### src/rtl/axi4_lite_sys_bus_bridge.sv
// AXI4-Lite slave bridging single PS accesses onto the sys_bus master port.
// One transaction in flight; a timeout turns a silent slave into DECERR.
module axi4_lite_sys_bus_bridge #(
    parameter int AW      = 32,
    parameter int DW      = 32,
    parameter int TIMEOUT = 255
) (
    input  logic              clk_i,
    input  logic              rstn_i,
    input  logic [AW-1:0]     axi_awaddr_i,
    input  logic              axi_awvalid_i,
    output logic              axi_awready_o,
    input  logic [DW-1:0]     axi_wdata_i,
    input  logic [DW/8-1:0]   axi_wstrb_i,
    input  logic              axi_wvalid_i,
    output logic              axi_wready_o,
    output logic [1:0]        axi_bresp_o,
    output logic              axi_bvalid_o,
    input  logic              axi_bready_i,
    input  logic [AW-1:0]     axi_araddr_i,
    input  logic              axi_arvalid_i,
    output logic              axi_arready_o,
    output logic [DW-1:0]     axi_rdata_o,
    output logic [1:0]        axi_rresp_o,
    output logic              axi_rvalid_o,
    input  logic              axi_rready_i,
    output logic [AW-1:0]     sys_addr_o,
    output logic [DW-1:0]     sys_wdata_o,
    output logic              sys_wen_o,
    output logic              sys_ren_o,
    input  logic [DW-1:0]     sys_rdata_i,
    input  logic              sys_err_i,
    input  logic              sys_ack_i
);

    localparam int CW = $clog2(TIMEOUT + 1);
    localparam logic [CW:0] TIMEOUT_L = (CW+1)'(TIMEOUT);
    localparam logic [1:0] RESP_OKAY   = 2'b00;
    localparam logic [1:0] RESP_SLVERR = 2'b10;
    localparam logic [1:0] RESP_DECERR = 2'b11;

    typedef enum logic [1:0] {
        ST_IDLE = 2'd0,
        ST_REQ  = 2'd1,
        ST_WAIT = 2'd2,
        ST_RESP = 2'd3
    } state_t;

    state_t          state_q, state_d;
    logic            op_q, op_d;
    logic            last_q, last_d;
    logic [CW-1:0]   cnt_q, cnt_d;
    logic [AW-1:0]   addr_q, addr_d;
    logic [DW-1:0]   wdata_q, wdata_d;
    logic            wen_q, wen_d;
    logic            ren_q, ren_d;
    logic            bvalid_q, bvalid_d;
    logic            rvalid_q, rvalid_d;
    logic [1:0]      bresp_q, bresp_d;
    logic [1:0]      rresp_q, rresp_d;
    logic [DW-1:0]   rdata_q, rdata_d;
    logic            grant_wr_s;
    logic            grant_rd_s;
    logic            unused_wstrb_s;

    // sys_bus has no byte enables, so strobes are dropped and writes go full-word
    assign unused_wstrb_s = ^axi_wstrb_i;

    // Arbitration: on a conflict serve the type opposite to the last one (last_q=1 means write)
    always_comb begin
        grant_wr_s = 1'b0;
        grant_rd_s = 1'b0;
        if (rstn_i && (state_q == ST_IDLE)) begin
            if (axi_awvalid_i && axi_wvalid_i && (!axi_arvalid_i || !last_q)) begin
                grant_wr_s = 1'b1;
            end else if (axi_arvalid_i) begin
                grant_rd_s = 1'b1;
            end else begin
                grant_wr_s = 1'b0;
            end
        end else begin
            grant_rd_s = 1'b0;
        end
    end

    // Next-state and datapath updates for the transaction FSM
    always_comb begin
        state_d  = state_q;
        op_d     = op_q;
        last_d   = last_q;
        cnt_d    = cnt_q;
        addr_d   = addr_q;
        wdata_d  = wdata_q;
        wen_d    = 1'b0;
        ren_d    = 1'b0;
        bvalid_d = bvalid_q;
        rvalid_d = rvalid_q;
        bresp_d  = bresp_q;
        rresp_d  = rresp_q;
        rdata_d  = rdata_q;
        case (state_q)
            ST_IDLE: begin
                if (grant_wr_s) begin
                    op_d    = 1'b1;
                    last_d  = 1'b1;
                    addr_d  = axi_awaddr_i;
                    wdata_d = axi_wdata_i;
                    wen_d   = 1'b1;
                    state_d = ST_REQ;
                end else if (grant_rd_s) begin
                    op_d    = 1'b0;
                    last_d  = 1'b0;
                    addr_d  = axi_araddr_i;
                    ren_d   = 1'b1;
                    state_d = ST_REQ;
                end else begin
                    state_d = ST_IDLE;
                end
            end
            ST_REQ, ST_WAIT: begin
                if (state_q == ST_REQ) begin
                    cnt_d = CW'(1);
                end else begin
                    cnt_d = cnt_q + CW'(1);
                end
                if (sys_ack_i) begin
                    state_d = ST_RESP;
                    if (op_q) begin
                        bvalid_d = 1'b1;
                        bresp_d  = sys_err_i ? RESP_SLVERR : RESP_OKAY;
                    end else begin
                        rvalid_d = 1'b1;
                        rresp_d  = sys_err_i ? RESP_SLVERR : RESP_OKAY;
                        rdata_d  = sys_rdata_i;
                    end
                end else if ((state_q == ST_WAIT) &&
                             (({1'b0, cnt_q} + (CW+1)'(1)) >= TIMEOUT_L)) begin
                    // Counter stops here, so it never wraps
                    cnt_d   = cnt_q;
                    state_d = ST_RESP;
                    if (op_q) begin
                        bvalid_d = 1'b1;
                        bresp_d  = RESP_DECERR;
                    end else begin
                        rvalid_d = 1'b1;
                        rresp_d  = RESP_DECERR;
                        rdata_d  = {DW{1'b0}};
                    end
                end else begin
                    state_d = ST_WAIT;
                end
            end
            ST_RESP: begin
                if (op_q && axi_bready_i) begin
                    bvalid_d = 1'b0;
                    state_d  = ST_IDLE;
                end else if (!op_q && axi_rready_i) begin
                    rvalid_d = 1'b0;
                    state_d  = ST_IDLE;
                end else begin
                    state_d = ST_RESP;
                end
            end
            default: begin
                state_d = ST_IDLE;
            end
        endcase
    end

    // State and output registers with synchronous active-low reset
    always_ff @(posedge clk_i) begin
        if (!rstn_i) begin
            state_q  <= ST_IDLE;
            op_q     <= 1'b0;
            last_q   <= 1'b0;
            cnt_q    <= {CW{1'b0}};
            addr_q   <= {AW{1'b0}};
            wdata_q  <= {DW{1'b0}};
            wen_q    <= 1'b0;
            ren_q    <= 1'b0;
            bvalid_q <= 1'b0;
            rvalid_q <= 1'b0;
            bresp_q  <= 2'b00;
            rresp_q  <= 2'b00;
            rdata_q  <= {DW{1'b0}};
        end else begin
            state_q  <= state_d;
            op_q     <= op_d;
            last_q   <= last_d;
            cnt_q    <= cnt_d;
            addr_q   <= addr_d;
            wdata_q  <= wdata_d;
            wen_q    <= wen_d;
            ren_q    <= ren_d;
            bvalid_q <= bvalid_d;
            rvalid_q <= rvalid_d;
            bresp_q  <= bresp_d;
            rresp_q  <= rresp_d;
            rdata_q  <= rdata_d;
        end
    end

    assign axi_awready_o = grant_wr_s;
    assign axi_wready_o  = grant_wr_s;
    assign axi_arready_o = grant_rd_s;
    assign axi_bvalid_o  = bvalid_q;
    assign axi_bresp_o   = bresp_q;
    assign axi_rvalid_o  = rvalid_q;
    assign axi_rresp_o   = rresp_q;
    assign axi_rdata_o   = rdata_q;
    assign sys_addr_o    = addr_q;
    assign sys_wdata_o   = wdata_q;
    assign sys_wen_o     = wen_q;
    assign sys_ren_o     = ren_q;

endmodule
### config.mk
export PLATFORM = sky130hd
export DESIGN_NAME = axi4_lite_sys_bus_bridge
export DESIGN_NICKNAME = d
export VERILOG_FILES = /design/src/rtl/axi4_lite_sys_bus_bridge.sv
export SDC_FILE = /design/constraint.sdc
export NUM_CORES = 1
export LEC_CHECK = 0
export CAP_MARGIN = 20
export CORE_UTILIZATION = 42
export DETAILED_ROUTE_END_ITERATION = 10
export GPL_TIMING_DRIVEN = 0
export PLACE_DENSITY_LB_ADDON = 0.08
export SLEW_MARGIN = 20
export SYNTH_ARGS = -nofsm -noshare
export SYNTH_HDL_FRONTEND = slang
export SYNTH_SLANG_ARGS = --single-unit
### constraint.sdc
create_clock -name clk_i -period 6 [get_ports clk_i]
set_clock_uncertainty 0.05 [all_clocks]
set_input_delay 1.8 -clock clk_i [delete_from_list [all_inputs] [get_ports clk_i]]
set_output_delay 1.8 -clock clk_i [all_outputs]
set_load 0.005 [all_outputs]
==> results of run 1 <==
-- worst max-delay path by stage --
| stage | start | endpoint | slack (ns) | depth (start not counted) |
|---|---|---|---|---|
| 2_1_floorplan | rstn_i | axi_wready_o | 1.16 | 6 |
| 3_3_place_gp | axi_awvalid_i | axi_wready_o | 0.24 | 7 |
| 3_5_place_dp | axi_awvalid_i | axi_wready_o | 0.19 | 7 |
| 4_1_cts | axi_awvalid_i | axi_wready_o | 0.20 | 7 |
| 5_1_grt | axi_awvalid_i | axi_wready_o | 0.12 | 7 |
| 6_report | axi_awvalid_i | axi_wready_o | 0.21 | 7 |
-- cells in the final DEF, fill, tap and decap left out, types with 3 or more instances in the layout --
cell type,instances
a21oi_1,3
a22o_1,32
a31oi_1,3
buf_1,14
buf_2,5
buf_6,4
clkbuf_1,14
clkbuf_16,16
clkdlybuf4s50_1,242
clkinv_4,4
clkinvlp_4,3
dfxtp_1,115
ha_1,6
inv_1,16
inv_6,3
nand2_1,86
nand3_1,41
nand3b_1,3
nor2_1,70
nor2b_1,5
o21a_1,6
o21ai_0,3
o221ai_1,32
o22ai_1,4
-- metrics by stage --
stage,cell area [um^2],utilization [%],hold WS (ns),cells,total power (W)
floorplan,4488,-,0.3886,500,0.001015
global placement,7081,68.59,0.3867,878,0.001249
detailed placement,7081,68.59,0.3874,878,0.001258
CTS,7662,74.22,0.3956,910,0.002239
global route,7662,74.22,0.4132,910,0.002316
finish,7662,74.22,0.3961,910,0.002223
-- cells by family (layout without fill, tap and decap cells) --
group	Yosys count	after routing	share of synthesized area, %
flops	115	115	51.30
buf+inv	54	328	5.408
simple gates	219	219	21.33
compound gates	102	102	19.46
fa+ha+maj	6	6	1.673
xor+xnor	2	2	0.3904
mux	2	2	0.4461
-- area by class of cell --
class                      count  share of cell area (%)
tap                          136                   2.221
multi-input combinational    331                   25.36
clock buffer                  18                   5.585
clock inverter                14                   2.008
buffer                        38                   2.384
inverter                      16                  0.7838
timing repair buffer         242                   31.61
sequential                   115                   30.05
-- sequential cells by signal (all words and copies together), names as in the netlist --
signal / count
axi_bresp_o: 2
axi_bvalid_o: 1
axi_rdata_o: 32
axi_rresp_o: 2
axi_rvalid_o: 1
cnt_q: 8
last_q: 1
state_q: 2
sys_addr_o: 32
sys_ren_o: 1
sys_wdata_o: 32
sys_wen_o: 1
-- layer usage --
metal | wire [um] | global-route usage (%)
met1 | 5811 | 29.98
met2 | 7248 | 46.85
met3 | 1100 | 8.101
met4 | 262 | 9.054
met5 | 0 | 0
-- where the power goes --
group	internal (W)	switching [W]
Sequential	0.000823	0.0000334
Combinational	0.000233	0.000156
Clock	0.000606	0.000371
-- tightest hold or removal path: cells and delay by family, from the launching register on --
family / cells / cell delay [ns]
compound gates: 1 / 0.05
flops: 1 / 0.30
buf+inv: 1 / 0.05
==> results.cfg, run 1 <==
[global_routing]
first_global_vias = 4818
grt_use_total_pct = 26.45
grt_first_pass_wirelength_um = 23350
grt_max_degree = 17
grt_overflow_total = 0
number_of_antenna_violations_at_the_first_check_in_global_routing = 0

[detailed_routing]
drt_pass1_iterations = 5
postRouteAntennaNets = 0
vias = 4708
route.final.wire_length_um = 14420
drc = 0
routedWlPerCell_um = 15.85
via_per_inst = 5.174
violation_count_after_the_first_detailed_routing_iteration = 197

[layout]
areaGrowthSynthToFinish_pct = 70.73
antennaDiodeCount = 0
fin_nets = 908
multi_input_area_um2 = 1943
fillerInstances = 783
drive_above_1_share_pct = 6.848
regArea_um2 = 2302

[setup_path]
critPathMostFrequentCell = clkdlybuf4s50_1
reg2reg_depth = 7
timing.rr.start = cnt_q[0]
cp-start-kind = input port
regToRegSetupSlack_ns = 3.56
crit_path_max_fanout = 11
endpoint_kind = primary output
critical-path-top-delay-family = buffers and inverters
critical_path_cell_sequence = clkdlybuf4s50_1 -> nand2_1 -> a211o_1 -> inv_1 -> buf_1 -> buf_4 -> clkdlybuf4s50_1
worst_path_max_delay_cell = clkdlybuf4s50_1
timing.critical_path.arrival_ns = 3.94
critPathRequiredTime_ns = 4.15
timing.rr.end = axi_rdata_o[19]
critPathBufInv = 5
worstSetupPathType = in2out
cp_peak_stage_delay_ns = 0.50

[sta]
grt_setup_unrepaired = no
period_needed_ns = 5.792
timing.final.crit_share_pct = 96.54
finalHoldViolations = 0
max-slew-margin-rel_pct = 61.32
setup_total_negative_slack_ns = 0
worst-slew-pin-transition_ns = 0.5803
timing_max_transition_violations_final = 0
setup_viol_count_final = 0
fin_ws_ns = 0.2076
clock.fmax_mhz = 172.6

[power]
power.static_leakage_nw = 3.060
irDropWorstVdd_uv = 183.2
powerDensity_nw_per_um2 = 290.1

[clock_tree]
cts_tree = done
cts_inserted_buffers = 17
hold_buf_count_cts = 0
clockRootBuffer = clkbuf_8
htreeDepth = 4
post_cts.repair.setup_buffers = 0
clk_path_buf_depth = 2
cts_resized = 0
cts.reportedPaths.clkPinSlew_ns = 0.05
clkSinkCount = 115
clock_insertion_delay_worst_skew_ns = 0.50

[logic_synthesis]
post_synth_num_cell_types = 49
postSynthRegisterBits = 115
yosys_warnings = 0
yosysSeqAreaShare_pct = 51.30
dominantRegCellSynth = dfxtp_1
synthDominantAreaCellType = dfxtp_1
synth_top_area_share_pct = 51.30
mean_area_per_synthesized_cell_um2 = 8.976
post_synth_most_frequent_cells = dfxtp_1 (115), nand2_1 (86), nor2_1 (70)
synthesis.area_um2 = 4488
syn_inst = 500
yosys.cell_count.top_type = dfxtp_1
synth_fp_nets = 647
number_of_synthesized_flops_with_an_enable_pin = 0
ys_async_sr_fraction_pct = 0
leading_cell_types_by_total_area_after_synthesis = dfxtp_1 (51%), nand2_1 (7.2%), a22o_1 (6.2%)

[placement]
place.gp.congestion = 0.8319
dpl.hpwl_um = 10840
io_buffer_count = 242
pre_cts_slack_ns = 0.1950

[min_path]
min_delay_src = axi_bresp_o[0]
min-delay-path-class = reg2reg
whs_endpoint = axi_bresp_o[0]
min_path_cells = 2

[die]
ios = 248
die_area_um2 = 11100
die_height_um = 105.4
floorplan.rows = 37
core_um2 = 10320
floorplan.initialDensity_pct = 43.47
die_width_um = 105.4

[run_status]
outcome = completed

[job]
maxCapViolations = 0
(Power assumes the default switching activity.)
==> run 2: changes to the inputs <==
--- a/config.mk
+++ b/config.mk
@@ -5,6 +5,7 @@
 export SDC_FILE = /design/constraint.sdc
 export NUM_CORES = 1
 export LEC_CHECK = 0
+export ABC_CLOCK_PERIOD_IN_PS = 6000
 export CAP_MARGIN = 20
 export CORE_UTILIZATION = 42
 export DETAILED_ROUTE_END_ITERATION = 10
==> constraint.sdc (replaced) <==
create_clock -name clk_i -period 6 [get_ports clk_i]
set_clock_uncertainty 0.05 [all_clocks]
set_input_delay 1.2 -clock clk_i [delete_from_list [all_inputs] [get_ports clk_i]]
set_output_delay 1.2 -clock clk_i [all_outputs]
set_load 0.005 [all_outputs]
==> results of run 2 <==
The final DEF is identical to that of run 1. Status: completed.
Main changes from that run: setup slack after placement 0.1950 ns -> 1.395 ns; setup slack after layout 0.2076 ns -> 1.408 ns
==> run 3: changes to the inputs <==
--- a/config.mk
+++ b/config.mk
@@ -5,9 +5,9 @@
 export SDC_FILE = /design/constraint.sdc
 export NUM_CORES = 1
 export LEC_CHECK = 0
-export ABC_CLOCK_PERIOD_IN_PS = 6000
+export ABC_CLOCK_PERIOD_IN_PS = 4400
 export CAP_MARGIN = 20
-export CORE_UTILIZATION = 42
+export CORE_UTILIZATION = 39
 export DETAILED_ROUTE_END_ITERATION = 10
 export GPL_TIMING_DRIVEN = 0
 export PLACE_DENSITY_LB_ADDON = 0.08
==> constraint.sdc (replaced) <==
create_clock -name clk_i -period 4.4 [get_ports clk_i]
set_clock_uncertainty 0.05 [all_clocks]
set_input_delay 0.88 -clock clk_i [delete_from_list [all_inputs] [get_ports clk_i]]
set_output_delay 0.88 -clock clk_i [all_outputs]
set_load 0.005 [all_outputs]
==> run 3 against run 2 <==
Effect of this change: clock power increased by 23%; combinational power increased by 36%; final cell count increased by 0.33%; register-to-register slack got worse by 1.5 ns; utilization decreased by 5.3 points; setup slack got worse by 0.91 ns; critical path type unchanged; critical endpoint unchanged; largest power group unchanged; highest routed layer unchanged.
==> results.cfg, run 3 (same netlist as run 1, synthesis figures left out) <==
[layout]
fin_nets = 908
layout.cells.most_common = clkdlybuf4s50_1
commonest_non_fill_non_tap_cells_in_the_layout = clkdlybuf4s50_1 (242), dfxtp_1 (115), nand2_1 (86)
fillerInstances = 880
finalNonFillerCells = 913
drive_above_1_share_pct = 6.598
antennaDiodeCount = 0
areaGrowthSynthToFinish_pct = 69.47

[global_routing]
grt_busiest_layer = met2
met1_usage_pct = 25.70
grt_overflow_total = 0
grt_use_total_pct = 24.29
globalRouteMet2Util_pct = 43.17
grt_max_degree = 17
met3_usage_pct = 9.683
first_global_vias = 4710
number_of_antenna_violations_at_the_first_check_in_global_routing = 0
grt_first_pass_wirelength_um = 22050

[run_status]
outcome = completed

[setup_path]
timing.rr.start = cnt_q[0]
regToRegSetupSlack_ns = 2.02
critPathRequiredTime_ns = 3.47
timing.critical_path.arrival_ns = 2.97
reg2reg_depth = 7
cp-start-kind = input port
worstSetupPathType = in2out
endpoint_kind = primary output
worst_path_max_delay_cell = clkdlybuf4s50_1
critical_path_cell_sequence = clkdlybuf4s50_1 -> nand2_1 -> a211o_1 -> inv_1 -> buf_1 -> buf_4 -> clkdlybuf4s50_1
crit_path_max_fanout = 11
timing.critical_path.from = axi_awvalid_i
critPathMostFrequentCell = clkdlybuf4s50_1
cp_peak_stage_delay_ns = 0.49
critical_path_destination = axi_wready_o
timing.rr.end = axi_rdata_o[8]

[detailed_routing]
routedWlPerCell_um = 15.53
drc = 0
route.final.wire_length_um = 14180
postRouteAntennaNets = 0
drt_pass1_iterations = 4
via_per_inst = 5.025
vias = 4588
violation_count_after_the_first_detailed_routing_iteration = 175

[die]
floorplan.rows = 38
die_area_um2 = 11940
ios = 248
die_width_um = 109.3
die_height_um = 109.3
core_um2 = 11030
floorplan.initialDensity_pct = 40.69

[sta]
setup_total_negative_slack_ns = 0
period_needed_ns = 3.899
timing_max_transition_violations_final = 0
finalHoldViolations = 0
max-slew-margin-rel_pct = 55.38
timing.final.crit_share_pct = 88.61
worst-slew-pin-transition_ns = 0.6693
setup_viol_count_final = 0
clock.fmax_mhz = 256.5
grt_setup_unrepaired = no

[clock_tree]
htreeDepth = 4
cts_resized = 0
post_cts.repair.setup_buffers = 0
cts_tree = done
cts_inserted_buffers = 17
clock_insertion_delay_worst_skew_ns = 0.41
cts.reportedPaths.clkPinSlew_ns = 0.05
hold_buf_count_cts = 0
clockRootBuffer = clkbuf_16
clkSinkCount = 115
clk_path_buf_depth = 2

[power]
irDropWorstVdd_uv = 435.3
total_power_w = 0.002896
power.static_leakage_nw = 3.043
powerDensity_nw_per_um2 = 380.7

[placement]
io_buffer_count = 242
cell_count_post_placement = 882
place.gp.congestion = 0.7835
dpl.hpwl_um = 10910

[job]
maxCapViolations = 0

[min_path]
min-delay-path-class = reg2reg
run 3: changes by cell type in the layout (fill, tap and decap cells not counted), sizes merged:
cell / change
bufinv: -2
clkbuf: +2
clkinv: +3
clkinvlp: -1
inv: -3
run 3: worst min-delay path by stage:
stage	start	endpoint	slack, ns	cells past startpoint
floorplan	axi_bresp_o[0]	axi_bresp_o[0]	0.39	2
global placement	axi_bresp_o[0]	axi_bresp_o[0]	0.39	2
detailed placement	axi_bresp_o[0]	axi_bresp_o[0]	0.39	2
CTS	axi_bresp_o[0]	axi_bresp_o[0]	0.40	2
global route	axi_bresp_o[0]	axi_bresp_o[0]	0.43	2
finish	axi_bresp_o[0]	axi_bresp_o[0]	0.39	2
run 3: power breakdown:
group / total [W] / internal, W / switching (W)
Sequential: 0.00117 / 0.00112 / 0.0000451
Clock: 0.00120 / 0.000735 / 0.000461
Combinational: 0.000530 / 0.000318 / 0.000213
run 3: metal layers:
| layer | part of all wire, % | vias to the layer above |
|---|---|---|
| met5 | 0 | - |
| met4 | 1.4 | 0 |
| met1 | 39 | 2122 |
| met3 | 8.9 | 16 |
| met2 | 51 | 166 |
| li1 | - | 2284 |
run 3: cell type report:
cell class | count | area (um^2) | share of cell area, %
Clock buffer | 20 | 456.7 | 6.004
Buffer | 38 | 182.7 | 2.402
Clock inverter | 11 | 63.81 | 0.8390
Inverter | 16 | 60.06 | 0.7896
Multi-Input combinational cell | 331 | 1943 | 25.55
Sequential cell | 115 | 2302 | 30.27
Tap cell | 140 | 175.2 | 2.303
Timing Repair Buffer | 242 | 2422 | 31.85
run 3: worst max-delay path: cells and delay by family:
family	cells	cell delay [ns]
compound gates	1	0.31
buf+inv	5	1.68
simple gates	1	0.10
run 3: metrics by stage:
stage                     cell area (um^2)  hold WS [ns]  utilization [%]  setup WS (ns)
after floorplan                       4488        0.3886                -          1.396
after global placement                7086        0.3876            64.24         0.5080
after detailed placement              7086        0.3888            64.24         0.4712
after CTS                             7606        0.3966            68.95         0.4758
after global routing                  7606        0.4275            68.95         0.3792
final                                 7606        0.3935            68.95         0.5012
